## src/rtl/prog_dumper.sv

```systemverilog
// prog_dumper: program-memory readback engine.
// On a start request it reads ROM words 0..WORDS-1 and sends each one over a UART TX line as
// two 8N1 bytes, high byte first. The byte order and framing match the UART program loader.
//
// Ports:
//   clk    in   system clock
//   rst    in   synchronous, active-high reset
//   start  in   level-sampled dump request, acted on only while idle
//   DIN    in   ROM read data (16 bits)
//   RADD   out  ROM read address
//   rden   out  ROM read enable, one-cycle pulse per word
//   tx     out  UART serial output, idle high
//   busy   out  high whenever the engine is not idle
//   done   out  one-cycle pulse after the last word's stop bit
module prog_dumper #(
  parameter int unsigned INCLOCK       = 50000000,
  parameter int unsigned BAUDE         = 115200,
  parameter int unsigned ROM_ADD_WIDTH = 11,
  parameter int unsigned WORDS         = 2 ** (ROM_ADD_WIDTH + 1)
) (
  input  logic                   clk,
  input  logic                   rst,
  input  logic                   start,
  input  logic [15:0]            DIN,
  output logic [ROM_ADD_WIDTH:0] RADD,
  output logic                   rden,
  output logic                   tx,
  output logic                   busy,
  output logic                   done
);

  localparam int unsigned UBRR = INCLOCK / BAUDE;
  localparam int unsigned AW   = ROM_ADD_WIDTH + 1;

  localparam logic [14:0]   ClkLast  = 15'(UBRR - 1);
  localparam logic [AW-1:0] AddrLast = AW'(WORDS - 1);
  localparam logic [3:0]    BitStop  = 4'd9;

  typedef enum logic [2:0] {
    StIdle,
    StRead,
    StWait,
    StLatch,
    StTxHi,
    StTxLo,
    StNext,
    StDone
  } state_e;

  state_e        r_state, w_state_nxt;
  logic [AW-1:0] r_radd, w_radd_nxt;
  logic [15:0]   r_word, w_word_nxt;
  logic [3:0]    r_bit, w_bit_nxt;    // 0 = start bit, 1..8 = data LSB first, 9 = stop bit
  logic [14:0]   r_clk, w_clk_nxt;    // clocks elapsed within the current bit

  logic          w_bit_end;
  logic [7:0]    w_byte;
  logic [2:0]    w_idx;

  always_ff @(posedge clk) begin
    if (rst) begin
      r_state <= StIdle;
      r_radd  <= '0;
      r_word  <= '0;
      r_bit   <= '0;
      r_clk   <= '0;
    end else begin
      r_state <= w_state_nxt;
      r_radd  <= w_radd_nxt;
      r_word  <= w_word_nxt;
      r_bit   <= w_bit_nxt;
      r_clk   <= w_clk_nxt;
    end
  end

  assign w_bit_end = (r_clk == ClkLast);

  always_comb begin
    w_state_nxt = r_state;
    w_radd_nxt  = r_radd;
    w_word_nxt  = r_word;
    w_bit_nxt   = r_bit;
    w_clk_nxt   = r_clk;
    case (r_state)
      StIdle: begin
        w_radd_nxt = '0;
        if (start) w_state_nxt = StRead;
      end
      StRead:  w_state_nxt = StWait;
      StWait:  w_state_nxt = StLatch;
      StLatch: begin
        // RADD has been stable since READ, so a registered-address ROM is valid here.
        w_word_nxt  = DIN;
        w_state_nxt = StTxHi;
      end
      StTxHi, StTxLo: begin
        if (w_bit_end) begin
          w_clk_nxt = '0;
          if (r_bit == BitStop) begin
            // Next byte (or NEXT) starts on the very next edge: no inter-byte gap.
            w_bit_nxt   = '0;
            w_state_nxt = (r_state == StTxHi) ? StTxLo : StNext;
          end else begin
            w_bit_nxt = r_bit + 4'd1;
          end
        end else begin
          w_clk_nxt = r_clk + 15'd1;
        end
      end
      StNext: begin
        if (r_radd == AddrLast) begin
          w_radd_nxt  = '0;
          w_state_nxt = StDone;
        end else begin
          w_radd_nxt  = r_radd + 1'b1;
          w_state_nxt = StRead;
        end
      end
      StDone:  w_state_nxt = StIdle;
      default: w_state_nxt = StIdle;
    endcase
  end

  assign w_byte = (r_state == StTxHi) ? r_word[15:8] : r_word[7:0];
  assign w_idx  = 3'(r_bit - 4'd1);

  // Line level decoded from registered state, so a reset edge forces the line high at once.
  always_comb begin
    tx = 1'b1;
    if (r_state == StTxHi || r_state == StTxLo) begin
      if (r_bit == 4'd0) begin
        tx = 1'b0;
      end else if (r_bit == BitStop) begin
        tx = 1'b1;
      end else begin
        tx = w_byte[w_idx];
      end
    end
  end

  assign RADD = r_radd;
  assign rden = (r_state == StRead);
  assign busy = (r_state != StIdle);
  assign done = (r_state == StDone);

endmodule

```

## config.mk

```make
export PLATFORM = sky130hd
export DESIGN_NAME = prog_dumper
export DESIGN_NICKNAME = d
export VERILOG_FILES = /design/src/rtl/prog_dumper.sv
export SDC_FILE = /design/constraint.sdc
export NUM_CORES = 1
export LEC_CHECK = 0
export BUFFER_PORTS_ARGS = -buffer_cell sky130_fd_sc_hd__buf_4
export CAP_MARGIN = 40
export CORE_MARGIN = 3
export CORE_UTILIZATION = 61
export DETAILED_ROUTE_END_ITERATION = 16
export PLACE_DENSITY = 0.84
export SYNTH_ARGS = -nofsm -noshare
export SYNTH_HDL_FRONTEND = slang
export SYNTH_SLANG_ARGS = --single-unit
```

## constraint.sdc

```tcl
create_clock -name clk -period 4.3 [get_ports clk]
set_input_delay 0.86 -clock clk [delete_from_list [all_inputs] [get_ports clk]]
set_output_delay 0.86 -clock clk [all_outputs]
set_load 0.1 [all_outputs]
```

## Word level (Yosys, flattened, before mapping)

Cells that the tools add are included.

- Add/subtract/negate cells: 4
- Multiply operators: 0
- Div/mod/pow operators: 0
- Magnitude comparators: 1
- Equal/unequal tests: 13
- Shift-type cells: 0
- Mux-type cells: 16
- Bitwise logic cells: 0
- Reduce and logical (&&, ||, !) cells: 8

Operators by type and width:

| kind | count |
|---|---|
| case mux 12 bit (2 select lines) | 1 |
| case mux 3 bit (7 select lines) | 1 |
| adder 15 x 1 -> 15 bit (second input constant) | 1 |
| == test 15 x 9 -> 1 bit (second input constant) | 1 |
| 2-to-1 mux 15 bit | 1 |
| adder 12 x 1 -> 12 bit (second input constant) | 1 |
| == test 12 bit (second input constant) | 1 |
| == test 3 bit (second input constant) | 4 |
| 2-to-1 mux 12 bit | 1 |
| 2-to-1 mux 3 bit | 4 |
| 2-to-1 mux 8 bit | 1 |
| == test 3 x 2 -> 1 bit (second input constant) | 2 |
| inequality test 2 bit (second input constant) | 3 |
| adder 4 x 1 -> 4 bit (second input constant) | 1 |
| == test 4 bit (second input constant) | 1 |
| zero test 4 bit | 1 |
| less-than comparator 3 x 4 -> 1 bit (second input constant) | 1 |
| 2-to-1 mux 1 bit | 4 |
| 2-to-1 mux 4 bit | 1 |
| binary-select mux 1 bit (select 3 bit) | 1 |
| == test 3 x 1 -> 1 bit (second input constant) | 1 |
| zero test 3 bit | 1 |
| AND reduction 3 bit | 1 |
| nonzero test 3 bit | 1 |
| other kinds (6) | 6 |

- Register bits: 50
- Latch bits: 0
- Bits in writable memories: 0
- ROM bits: 0
- Bits of input ports: 19
- Word-level logic and storage cells: 47
- Memories kept: 0

## Logic depth before layout (Yosys ltp)

- Depth after elaboration: 7
- Mapped depth: 9
- Gate-level depth less buffers: 7

## Worst setup path after synthesis

No wires, ideal clock.

- Path kind: register to output
- Start: reg r_state[0]
- End: out rden
- Data arrival time: 2.833 ns
- Path slack: 0.607 ns
- Cell stages (with the launch flop): 3
- Path buffers: 1
- Path through: dfxtp_1 > clkbuf_1 > nor3b_1

- Longest elaborated chain between the ends: 1

RTL lines:

| what | line | RTL |
|---|---|---|
| start, declared | 50 | `state_e r_state, w_state_nxt;` |
| start signal, assigned | 62 | `r_state <= StIdle;` |
| start signal, assigned | 68 | `r_state <= w_state_nxt;` |
| == test 3 x 1 -> 1 bit | 142 | `assign rden = (r_state == StRead);` |
| end, declared | 26 | `output logic rden,` |

No other way between the ends.

## Worst setup path in the final report

- Start: reg r_bit[0]
- End: out tx

- Longest elaborated chain between the ends: 6
- Elaborated cells between the ends (all ways): 8

RTL lines:

| what | line | RTL |
|---|---|---|
| start, declared | 53 | `logic [3:0] r_bit, w_bit_nxt;` |
| start signal, assigned | 71 | `r_bit <= w_bit_nxt;` |
| subtractor 3 x 1 -> 3 bit | 125 | `assign w_idx = 3'(r_bit - 4'd1);` |
| binary-select mux 1 bit (select 3 bit) | 136 | `tx = w_byte[w_idx];` |
| 2-to-1 mux 1 bit (implied by the code) | 136 |  |
| 2-to-1 mux 1 bit | 133 | `end else if (r_bit == BitStop) begin` |
| 2-to-1 mux 1 bit (*) | 131 | `if (r_bit == 4'd0) begin` |
| 2-to-1 mux 1 bit (*) | 130 | `if (r_state == StTxHi \|\| r_state == StTxLo) begin` |
| end, declared | 27 | `output logic tx,` |

Every way passes the cells marked *; elsewhere a longest branch is shown, timed or not. The select of a mux whose other input is x is not followed.

==> summary by stage <==
Logic synthesis
The synthesized netlist net count is 329. After synthesis the netlist holds a flip-flop and latch count of 50. The prevailing post-synth register cell is sky130_fd_sc_hd__dfxtp_1. The number of standard cells after synthesis is 302. The register area share after synthesis is 40.3%.

In this run the cell area of the synthesized design comes to 0.00248 mm^2. The synthesized area per cell is 8.23 um^2. For this run, asynchronously set or reset flops after synthesis account for 0%. The post-synthesis cell type count is 44. The count of flip-flops with a built-in enable after synthesis is 0. For this run, the number of Yosys warnings is 0.

Worst setup path
The arrival time reported for the critical path endpoint is 2.80 ns. The launching element of the worst setup path is r_bit[0]. The sort of element at the end of the critical path is an output pin. In this run the critical register-to-register path is captured at r_clk[1]. Together, buffers and inverters on the worst path number 2.

The critical path's top delay family is multiplexers. Data on the critical path is required at its endpoint by 3.44 ns. The signal on the critical path passes through inv_2, ha_1, xor2_1, mux4_1, mux2_2, a2111oi_1, o21ai_1, buf_4.

The worst setup path is of the reg -> out kind. The reg-to-reg startpoint is r_clk[0]. In this design, the stage delay of the slowest critical-path cell is 0.50 ns. The worst-case register-to-register setup slack is 2.22 ns. The maximum fanout encountered on the critical timing path is 7. STA classifies the critical path startpoint as a flip-flop. The depth of the worst register-to-register path is 6. The slowest library cell on the worst path is sky130_fd_sc_hd__dfxtp_1.

Timing
The number of max-slew violations in the final report is 0. The total of endpoints with negative setup slack in the final report is 0. Timing would allow up to 273 MHz. The worst-case clock skew is 0.00849 ns. The minimum setup slack in the final design is 0.640 ns. Setup repair after global routing left no endpoint under its margin.

The transition time at the pin with the least slew margin is 0.692 ns. The ratio of final minimum period to clock period is 85.1%. The tightest slew margin relative to the limit is 53.8%. The shortest period the worst path allows is 3.66 ns. The final-layout setup total negative slack is 0 ns. The hold violation total from the final report is 0.

Clock network
The clock drives 50 sinks. After clock tree synthesis, the clock-pin slew on the worst setup and hold paths is 0.09 ns. Clock tree synthesis selected as its root buffer the cell sky130_fd_sc_hd__clkbuf_8.

Once the clock tree was built, the resizer swapped 0 gates to a different size. The number of buffers created by CTS is 5. The number of buffers added for setup after CTS is 0. TritonCTS built the clock tree. In this run, post-CTS hold repair placed 0 buffers. Clock latency on the worst-skew pair, taken at its later pin, is 0.29 ns. The longest clock path from root to sink contains 2 buffers.

The H-tree was split into 2 levels.

Hold path
The worst hold path terminates at r_word[4]. The beginning of the worst hold path is r_word[4]. Counting instances, the worst hold path has a depth of 2. The min-delay analysis places its worst path in the category reg -> reg.

Floorplanning
35 I/O pins were placed. The die footprint is 0.00488 mm^2. The core region is 0.00380 mm^2.

The row count is 22. The die height is 69.8 um. The initial standard-cell utilization of the core is 65.4%. Measured along the x axis, the die boundary spans 69.8 um.

Place
The port buffer count is 34. The post-detailed-placement cell area is 0.00275 mm^2. Detailed placement ended at an HPWL of 3630 um. The routability congestion estimate from global placement is 0.882. Counting tap cells, the placed design contains a total of 372 instances. The post-placement worst setup slack is 0.996 ns.

Drt
The ratio of routed vias to standard cells is 5.77. The total detailed-routing wirelength is 5020 um. The count of routing violations after the opening detailed-route iteration is 76.

After detailed routing, the average wire length per cell comes to 13.2 um. The DRC violation count after routing is 0. The total via count after detailed routing is 2192.

The count of nets left with antenna violations once routing finished came out at 0. The number of search-and-repair iterations in the first detailed-routing pass is 4.

Flow run
The count of max-cap constraint violations is 0.

Pwr
The power share of the combinational group is 10.9%. The maximum vdd drop is 0.217 mV. Net switching is 25.4% of the power. Internal power comes to 0.000630 W. The reported leakage power is 1.06 nW. The analysis attributes to net switching a power of 0.000214 W. The portion of total power attributed to the clock network is 32.5%. The power per cell area is 297 mW/mm^2. Sequential cells account for 56.7% of the total power.

Global route
Across every metal layer, demand over resource in global routing totals 21.5%. The initial antenna violation count is 0. Entering global routing, the biggest net connects 37 pins. The via count of the first global-routing pass is 2000. The total overflow reported by the global router is 0. The global-route wire length before repair is 8740 um.

Layout
The final net count is 358. After the flow finishes, the layout carries non-filler instances totaling 380. The area overhead of the layout relative to synthesis is 14.5%.

The number of antenna cells inserted is 0. The share of layout cells above drive strength 1 is 14.2%. The finished cells cover 0.00284 mm^2.

The filler cells instantiated in the layout total 301.

Outcome
The flow ran to the end, and the final reports show no timing, DRC or antenna violations.
[Yosys cell counts, drive strengths merged, types with 5 or more instances]
library cell / instances / area (um^2)
ha: 8 / 100
nand4: 6 / 37.5
nor3b: 6 / 45.0
inv: 8 / 30.0
or3: 7 / 43.8
nand2: 49 / 184
dfxtp: 50 / 1000
or4: 5 / 37.5
and3: 7 / 43.8
a21oi: 29 / 145
nor2: 34 / 128
clkbuf: 9 / 33.8
o21ai: 13 / 65.1
xor2: 12 / 105
nand3: 11 / 55.1
[power groups by stage]
stage / Clock [W] / Sequential [W] / Combinational, W
global route: 0.000295 / 0.000481 / 0.0000992
floorplan: 0 / 0.000484 / 0.0000697
finish: 0.000274 / 0.000479 / 0.0000917
global placement: 0 / 0.000489 / 0.0000900
detailed placement: 0 / 0.000489 / 0.0000915
CTS: 0.000280 / 0.000479 / 0.0000918
[routing by layer]
layer / GRT usage (%) / routed length, um / vias up
met5: 0 / 0 / -
met4: 6.38 / 54 / 0
met3: 3.48 / 172 / 4
met2: 37.1 / 2450 / 40
met1: 27.6 / 2340 / 1033
li1: - / - / 1115
[flip-flops by register name, indices dropped and copies added (netlist names)]
register  flops
r_bit         4
r_word       16
RADD         12
r_clk        15
r_state       3
[worst max-delay path by stage]
stage	to	slack [ns]	cells past startpoint
finish	tx	0.64	8
detailed placement	tx	1.0	8
global route	tx	0.45	8
CTS	tx	0.65	8
floorplan	rden	0.61	2
global placement	tx	1.01	8
[area by class of cell]
class	count	area (um^2)	area share [%]
tap	48	60.1	2.11
clock inverter	1	5.00	0.176
sequential	50	1000	35.2
multi-input combinational	231	1400	49.2
timing repair buffer	35	263	9.24
inverter	8	30.0	1.06
clock buffer	7	86.3	3.04
[metrics by stage]
stage | power [W] | util (%) | hold slack, ns
finish | 0.000844 | 74.9 | 0.460
global route | 0.000875 | 74.9 | 0.481
CTS | 0.000850 | 74.9 | 0.463
floorplan | 0.000553 | - | 0.432
global placement | 0.000579 | 72.3 | 0.440
detailed placement | 0.000581 | 72.5 | 0.443
[cells by family after synthesis]
group | count (synthesis) | share of synthesized area, %
multiplexers | 6 | 5.14
XOR/XNOR | 16 | 5.64
buffers and inverters | 21 | 3.42
AND/OR/NAND/NOR | 146 | 29.0
flip-flops | 50 | 40.3
adder cells (fa/ha/maj) | 8 | 4.03
AO/OA/AOI/OAI | 55 | 12.5
[worst register-to-register path, stage by stage, from the launching register on]
cell                       delay, ns
sky130_fd_sc_hd__dfxtp_1        0.42
sky130_fd_sc_hd__ha_1           0.17
sky130_fd_sc_hd__nor4b_1        0.25
sky130_fd_sc_hd__nand4_1        0.20
sky130_fd_sc_hd__or2_1          0.35
sky130_fd_sc_hd__nand2b_1       0.45
sky130_fd_sc_hd__a211oi_1       0.11
[placed cells by master, fill, tap and decap left out, drive strengths merged, types with 7 or more instances in the layout]
cell type	n
nand2	49
buf	35
ha	8
and3	7
xor2	12
a21oi	29
nand3	11
dfxtp	50
clkbuf	7
inv	8
o21ai	13
or3	7
nor2	34
(Power assumes the default switching activity.)
